`src/rtl/fetch_stage.sv`:
```
// fetch_stage: instruction fetch with PC ownership, synchronous imem interface,
// single-entry skid buffer for the one-cycle read latency, and redirect handling.
// Optional feature macro: FETCH_HALT_EN (adds halt/halted ports, sticky halt).
module fetch_stage #(
   parameter logic [31:0] RESET_PC = 32'h0000_0000
) (
   input  logic        clk,
   input  logic        rst,
   input  logic        stall,
   input  logic        redirect,
   input  logic [31:0] redirect_pc,
   output logic        imem_en,
   output logic [31:0] imem_addr,
   input  logic [31:0] imem_rdata,
   output logic [31:0] f_pc,
   output logic [31:0] f_inst,
   output logic        f_valid,
   output logic [1:0]  fd_update
`ifdef FETCH_HALT_EN
   ,
   input  logic        halt,
   output logic        halted
`endif
);

   localparam logic [1:0] FD_HOLD  = 2'b00;
   localparam logic [1:0] FD_LOAD  = 2'b01;
   localparam logic [1:0] FD_FLUSH = 2'b10;

   logic [31:0] pc_q;
   logic        rsp_valid;
   logic [31:0] rsp_pc;
   logic        skid_valid;
   logic [31:0] skid_pc;
   logic [31:0] skid_inst;

   logic        halt_now;
   logic        issue;
   logic        skid_cap;
   logic        skid_clr;
   logic [31:0] target_addr;
   logic [31:0] pres_pc;
   logic [31:0] pres_inst;

`ifdef FETCH_HALT_EN
   logic halted_q;

   // Halt is sticky: once seen at an edge it holds until reset.
   always_ff @(posedge clk) begin
      if (rst) begin
         halted_q <= 1'b0;
      end else if (halt) begin
         halted_q <= 1'b1;
      end
   end

   // A halt request takes effect in its own cycle, ahead of any redirect.
   assign halt_now = halt | halted_q;
   assign halted   = halted_q & ~rst;
`else
   assign halt_now = 1'b0;
`endif

   // Issue decision, imem request, presented instruction and update code.
   always_comb begin
      target_addr = {redirect_pc[31:2], 2'b00};
      issue       = !rst && !halt_now && (redirect || !stall);
      imem_en     = issue;
      imem_addr   = redirect ? target_addr : pc_q;

      // Skid entry is older than the response arriving now, so it goes first.
      pres_pc     = skid_valid ? skid_pc   : rsp_pc;
      pres_inst   = skid_valid ? skid_inst : imem_rdata;

      // Wrong-path data is never shown during a redirect cycle.
      f_valid     = !rst && !halt_now && !redirect && (skid_valid || rsp_valid);
      f_pc        = f_valid ? pres_pc   : 32'h0;
      f_inst      = f_valid ? pres_inst : 32'h0;

      if (rst || halt_now || redirect) begin
         fd_update = FD_FLUSH;
      end else if (stall) begin
         fd_update = FD_HOLD;
      end else if (f_valid) begin
         fd_update = FD_LOAD;
      end else begin
         fd_update = FD_FLUSH;
      end

      // Only one read can be outstanding while stalled, so one entry suffices.
      skid_cap    = !rst && !halt_now && !redirect && stall && rsp_valid && !skid_valid;
      skid_clr    = halt_now || redirect || (skid_valid && fd_update == FD_LOAD);
   end

   // Control state: PC, response-in-flight flag and skid occupancy.
   always_ff @(posedge clk) begin
      if (rst) begin
         pc_q       <= RESET_PC;
         rsp_valid  <= 1'b0;
         skid_valid <= 1'b0;
      end else begin
         if (issue) begin
            pc_q      <= imem_addr + 32'd4;
            rsp_valid <= 1'b1;
         end else begin
            rsp_valid <= 1'b0;
         end

         if (skid_clr) begin
            skid_valid <= 1'b0;
         end else if (skid_cap) begin
            skid_valid <= 1'b1;
         end
      end
   end

   // Data payloads are qualified by the control flags and need no reset.
   always_ff @(posedge clk) begin
      if (issue) begin
         rsp_pc <= imem_addr;
      end
      if (skid_cap) begin
         skid_pc   <= rsp_pc;
         skid_inst <= imem_rdata;
      end
   end

endmodule
```
`config.mk`:
```
export PLATFORM = sky130hd
export DESIGN_NAME = fetch_stage
export DESIGN_NICKNAME = d
export VERILOG_FILES = /design/src/rtl/fetch_stage.sv
export SDC_FILE = /design/constraint.sdc
export NUM_CORES = 1
export LEC_CHECK = 0
export BUFFER_PORTS_ARGS = -buffer_cell sky130_fd_sc_hd__buf_2
export CELL_PAD_IN_SITES_DETAIL_PLACEMENT = 1
export CELL_PAD_IN_SITES_GLOBAL_PLACEMENT = 2
export CORE_MARGIN = 10
export CORE_UTILIZATION = 36
export DETAILED_ROUTE_END_ITERATION = 8
export PLACE_DENSITY_LB_ADDON = 0.1
export SYNTH_ARGS = -nofsm -noshare
export SYNTH_HDL_FRONTEND = slang
export SYNTH_SLANG_ARGS = --single-unit
export TNS_END_PERCENT = 10
```
`constraint.sdc`:
```
create_clock -name clk -period 5.7 [get_ports clk]
set_input_delay 0.57 -clock clk [delete_from_list [all_inputs] [get_ports clk]]
set_output_delay 0.57 -clock clk [all_outputs]
set_load 0.01 [all_outputs]
```
==> results by stage <==
Synthesis:
- The most used flip-flop cell after synthesis is edfxtp_1.
- The total nets after synthesis is 578.
- The number of synthesized register bits is 130.
- Yosys mapped the design onto 53 distinct sky130hd cell types.
- The mapped netlist covers 0.006153 sq mm.
- The number of synthesis warnings is 0.
- The cell type with the largest total area after synthesis is edfxtp_1.
- The proportion of register bits with asynchronous set or reset after synthesis is 0%.
- The number of flops mapped to enable cells by yosys is 96.
- The top cell type by area accounts for 46.85% of the synthesized area.
- The number of instances in the synthesized netlist is 509.
- The part of the Yosys area used for sequential elements is 57.91%.
- In the post-synthesis netlist, the biggest area contributors are edfxtp_1 (47%), mux2i_1 (12%), dfxtp_1 (11%), nor2_1 (4.4%), mux2_2 (3.8%).
- After synthesis, the mean cell area works out to 12.09 sq um.

Power and ir drop:
- The relative contribution of combinational cells to total power is 10.1%.
- The leakage dissipation is 3.095 nW.
- The final total power is 0.002381 W.
- Of the total power, registers draw 45.6%.
- The power per standard cell area is 306.7 mW/mm^2.
- The switching power is 0.0005841 W.
- The internal power of the cells totals 0.001797 W.
- The clock network accounts for 44.3% of the total power.
- The switching fraction of total power is 24.53%.
- The largest voltage drop on the vdd net is 0.2146 mV.

Worst setup path:
- The setup slack on the worst flop-to-flop path is 3.20 ns.
- The largest single stage delay on the critical path is 0.68 ns.
- In this run the critical register-to-register path is launched from skid_valid.
- The slowest stage of the critical path is the inv_2 cell.
- The sort of element at the end of the critical path is an output pin.
- The sum of buffers and inverters on the critical path is 3.
- The worst setup path is launched from an input pin.
- The reg-to-reg endpoint is skid_pc[29].
- The family with the most delay on the worst path is buffers and inverters.
- The largest fanout on the critical path is 35.
- For the worst flop-to-flop path, the logic depth is 3.
- The critical path goes through buf_2 > nand2b_1 > nand2b_1 > inv_2 > buf_2.
- The worst endpoint data arrival time is 2.58 ns.
- By startpoint and endpoint, the worst setup path is classified as in -> out.
- The worst path required time is 5.13 ns.

Min path:
- The type of the most critical hold path is in -> reg.
- Along the worst hold path, the cell count comes to 1.
- The start point of the worst min-delay path is imem_rdata[16].
- The path with the worst hold slack has its endpoint at skid_inst[16].

GRT:
- The first-pass GRT wire length is 27.63 mm.
- The via count of the first global-routing pass is 4,957.
- The total grt overflow is 0.
- The global routing usage summed across all routing layers is 15.62%.
- Entering global routing, the biggest net connects 67 pins.
- The initial antenna violation count is 0.

STA:
- The number of slew-limit violations in the final report was 0.
- Setup repair after global routing left no endpoint under its margin.
- The slew at the pin closest to its max-slew limit is 1.096 ns.
- The number of endpoints with negative hold slack in the final report came to 0.
- The share of the cycle needed by the critical path after routing is 55.22%.
- Counting I/O delays and the setup requirement, the final critical path takes 3.147 ns.
- Setup violations remaining at the end of the flow were counted as 0.
- Across the routed clock network, the largest skew measured is 0.008568 ns.
- For the final routed database, the setup TNS stands at 0 ns.
- The worst max-slew margin expressed relative to the limit is 26.93%.
- The maximum clock frequency is 0.3177 GHz.
- The worst hold slack after final layout is 0.3395 ns.

Route:
- After detailed routing, the number of vias per cell comes to 5.159.
- The number of remaining DRC errors is 0.
- The count of nets left with antenna violations once routing finished came out at 0.
- The first detailed-routing pass took 4 iterations.
- The routed layout has 4,669 vias.
- For this block, the routed nets add up to 17.86 mm of wire.
- In this run, the number of DRC markers left after iteration 0 of detailed routing was 184.
- Dividing the detail-routed wire length by the instance count gives 19.73 um.

Clock tree:
- The level count of the clock H-tree is 4.
- The longest clock path from root to sink contains 2 buffers.
- CTS placed an instance of clkbuf_16 at the clock tree root.
- The total number of clock tree sinks is 130.
- Once the clock tree was built, the setup fixing pass inserted 0 buffers.
- The insertion delay to the later sink of the worst-skew pair is 0.42 ns.
- Buffers inserted during clock tree synthesis total 17.
- Post-CTS repair changed the size of 0 cells.
- Clock-pin slew was measured on the worst setup and hold paths at 0.06 ns.
- The TritonCTS clock tree is built.
- The number of hold buffers added after cts is 0.

Placed design:
- Counting tap cells, the placed design contains a total of 873 instances.
- At the end of routability-driven placement, the weighted congestion stood at 0.8252.
- The detailed placer's ending HPWL is 12.92 mm.
- The count of input and output buffers is 165.

Floorplanning:
- The chip width is 150.7 um.
- The floorplan die area is 0.02272 sq mm.
- During I/O placement, the number of pins put on the boundary was 168.
- The total core area is 0.01664 sq mm.
- In this run the vertical extent of the chip is 150.7 um.
- Row generation in the floorplan step produced 47 rows.
- For this configuration, the core starts out at a cell density of 36.97%.

Finish:
- The final layout contains 741 nets.
- Excluding fillers, the count of instances in the completed layout stands at 905.
- The antenna cell count is 0.
- The commonest non-fill, non-tap cell in the layout is buf_2.
- The area growth from synthesis to layout is 26.15%.
- The top cell types in the final layout, fill and taps aside, are buf_2 (165), edfxtp_1 (96), mux2i_1 (73), nor2_1 (72).
- The share of layout cells above drive strength 1 is 34.89%.

Flow run:
- The max capacitance violation total is 0.

Outcome:
- The run finished with clean final reports.
[registers in the layout, indices dropped and copies added, names as in the netlist]
name and flops:
pc_q 32, rsp_pc 32, rsp_valid 1, skid_pc 32
skid_inst 32, skid_valid 1
[cells in the mapped netlist, types with 3 or more instances]
| cell type | n |
|---|---|
| nor2b_1 | 6 |
| nand3_1 | 13 |
| a32o_1 | 6 |
| nand2_1 | 33 |
| a21oi_1 | 6 |
| a22oi_2 | 4 |
| nand4_1 | 12 |
| o21ai_0 | 18 |
| xor2_1 | 6 |
| edfxtp_1 | 96 |
| dfxtp_1 | 34 |
| a22o_1 | 8 |
| and2_1 | 3 |
| nor3_1 | 3 |
| mux2i_1 | 73 |
| buf_2 | 4 |
| xnor2_1 | 10 |
| mux2_2 | 21 |
| o31ai_1 | 3 |
| clkbuf_1 | 15 |
| or3_1 | 3 |
| a211oi_1 | 4 |
| inv_1 | 12 |
| nor2_1 | 72 |
| nand4b_1 | 5 |
| buf_1 | 6 |
[power by group through the flow]
stage | clock network [W] | logic, W | registers [W]
final | 0.00106 | 0.000239 | 0.00109
after global routing | 0.00112 | 0.000267 | 0.00109
after CTS | 0.00108 | 0.000246 | 0.00109
after detailed placement | 0 | 0.000245 | 0.00111
after global placement | 0 | 0.000238 | 0.00110
after floorplan | 0 | 0.000143 | 0.00110
[worst max path at each step]
| stage | startpoint | endpoint | slack [ns] | cells after the start |
|---|---|---|---|---|
| after CTS | redirect | imem_en | 2.53 | 5 |
| final | redirect | imem_en | 2.55 | 5 |
| after global placement | redirect | skid_pc[27] | 2.41 | 6 |
| after floorplan | redirect | skid_inst[0] | 2.11 | 7 |
| after global routing | redirect | imem_en | 2.37 | 5 |
| after detailed placement | redirect | skid_pc[27] | 2.34 | 6 |
[worst register-to-register path, cell delays in order, from the launching register on]
cell and delay, ns:
dfxtp_4 0.35, buf_4 0.44, and3b_2 0.71, buf_4 0.60
[routing by layer]
metal / vias up / GRT usage, % / share of wire (%)
met2: 139 / 25.79 / 49
met5: - / 0 / 0
met1: 2286 / 18.82 / 43
li1: 2220 / - / -
met3: 24 / 4.352 / 6.9
met4: 0 / 6.304 / 1.8
[stage by stage]
step / instance area (sq um) / util [%] / worst slack (ns)
final: 7762 / 46.64 / 2.553
after global routing: 7762 / 46.64 / 2.371
after CTS: 7762 / 46.64 / 2.533
after detailed placement: 7194 / 43.23 / 2.344
after global placement: 7194 / 43.23 / 2.413
after floorplan: 6153 / - / 2.106
[kinds of logic after synthesis]
group,synth area share [%]
XOR/XNOR,2.277
AO/OA/AOI/OAI,7.321
AND/OR/NAND/NOR,13.68
flip-flops,57.91
multiplexers,15.72
adder cells (fa/ha/maj),0.2033
buffers and inverters,2.887
[layout make-up]
class                           count  area (sq um)
Tap cell                          220         275.3
Sequential cell                   130          3567
Inverter                           13         48.80
Multi-Input combinational cell    338          2425
Timing Repair Buffer              172         878.3
Clock buffer                       17         425.4
Fill cell                        1827          8880
Clock inverter                     15         142.6
Note: power is estimated with default switching activity, not from simulation.
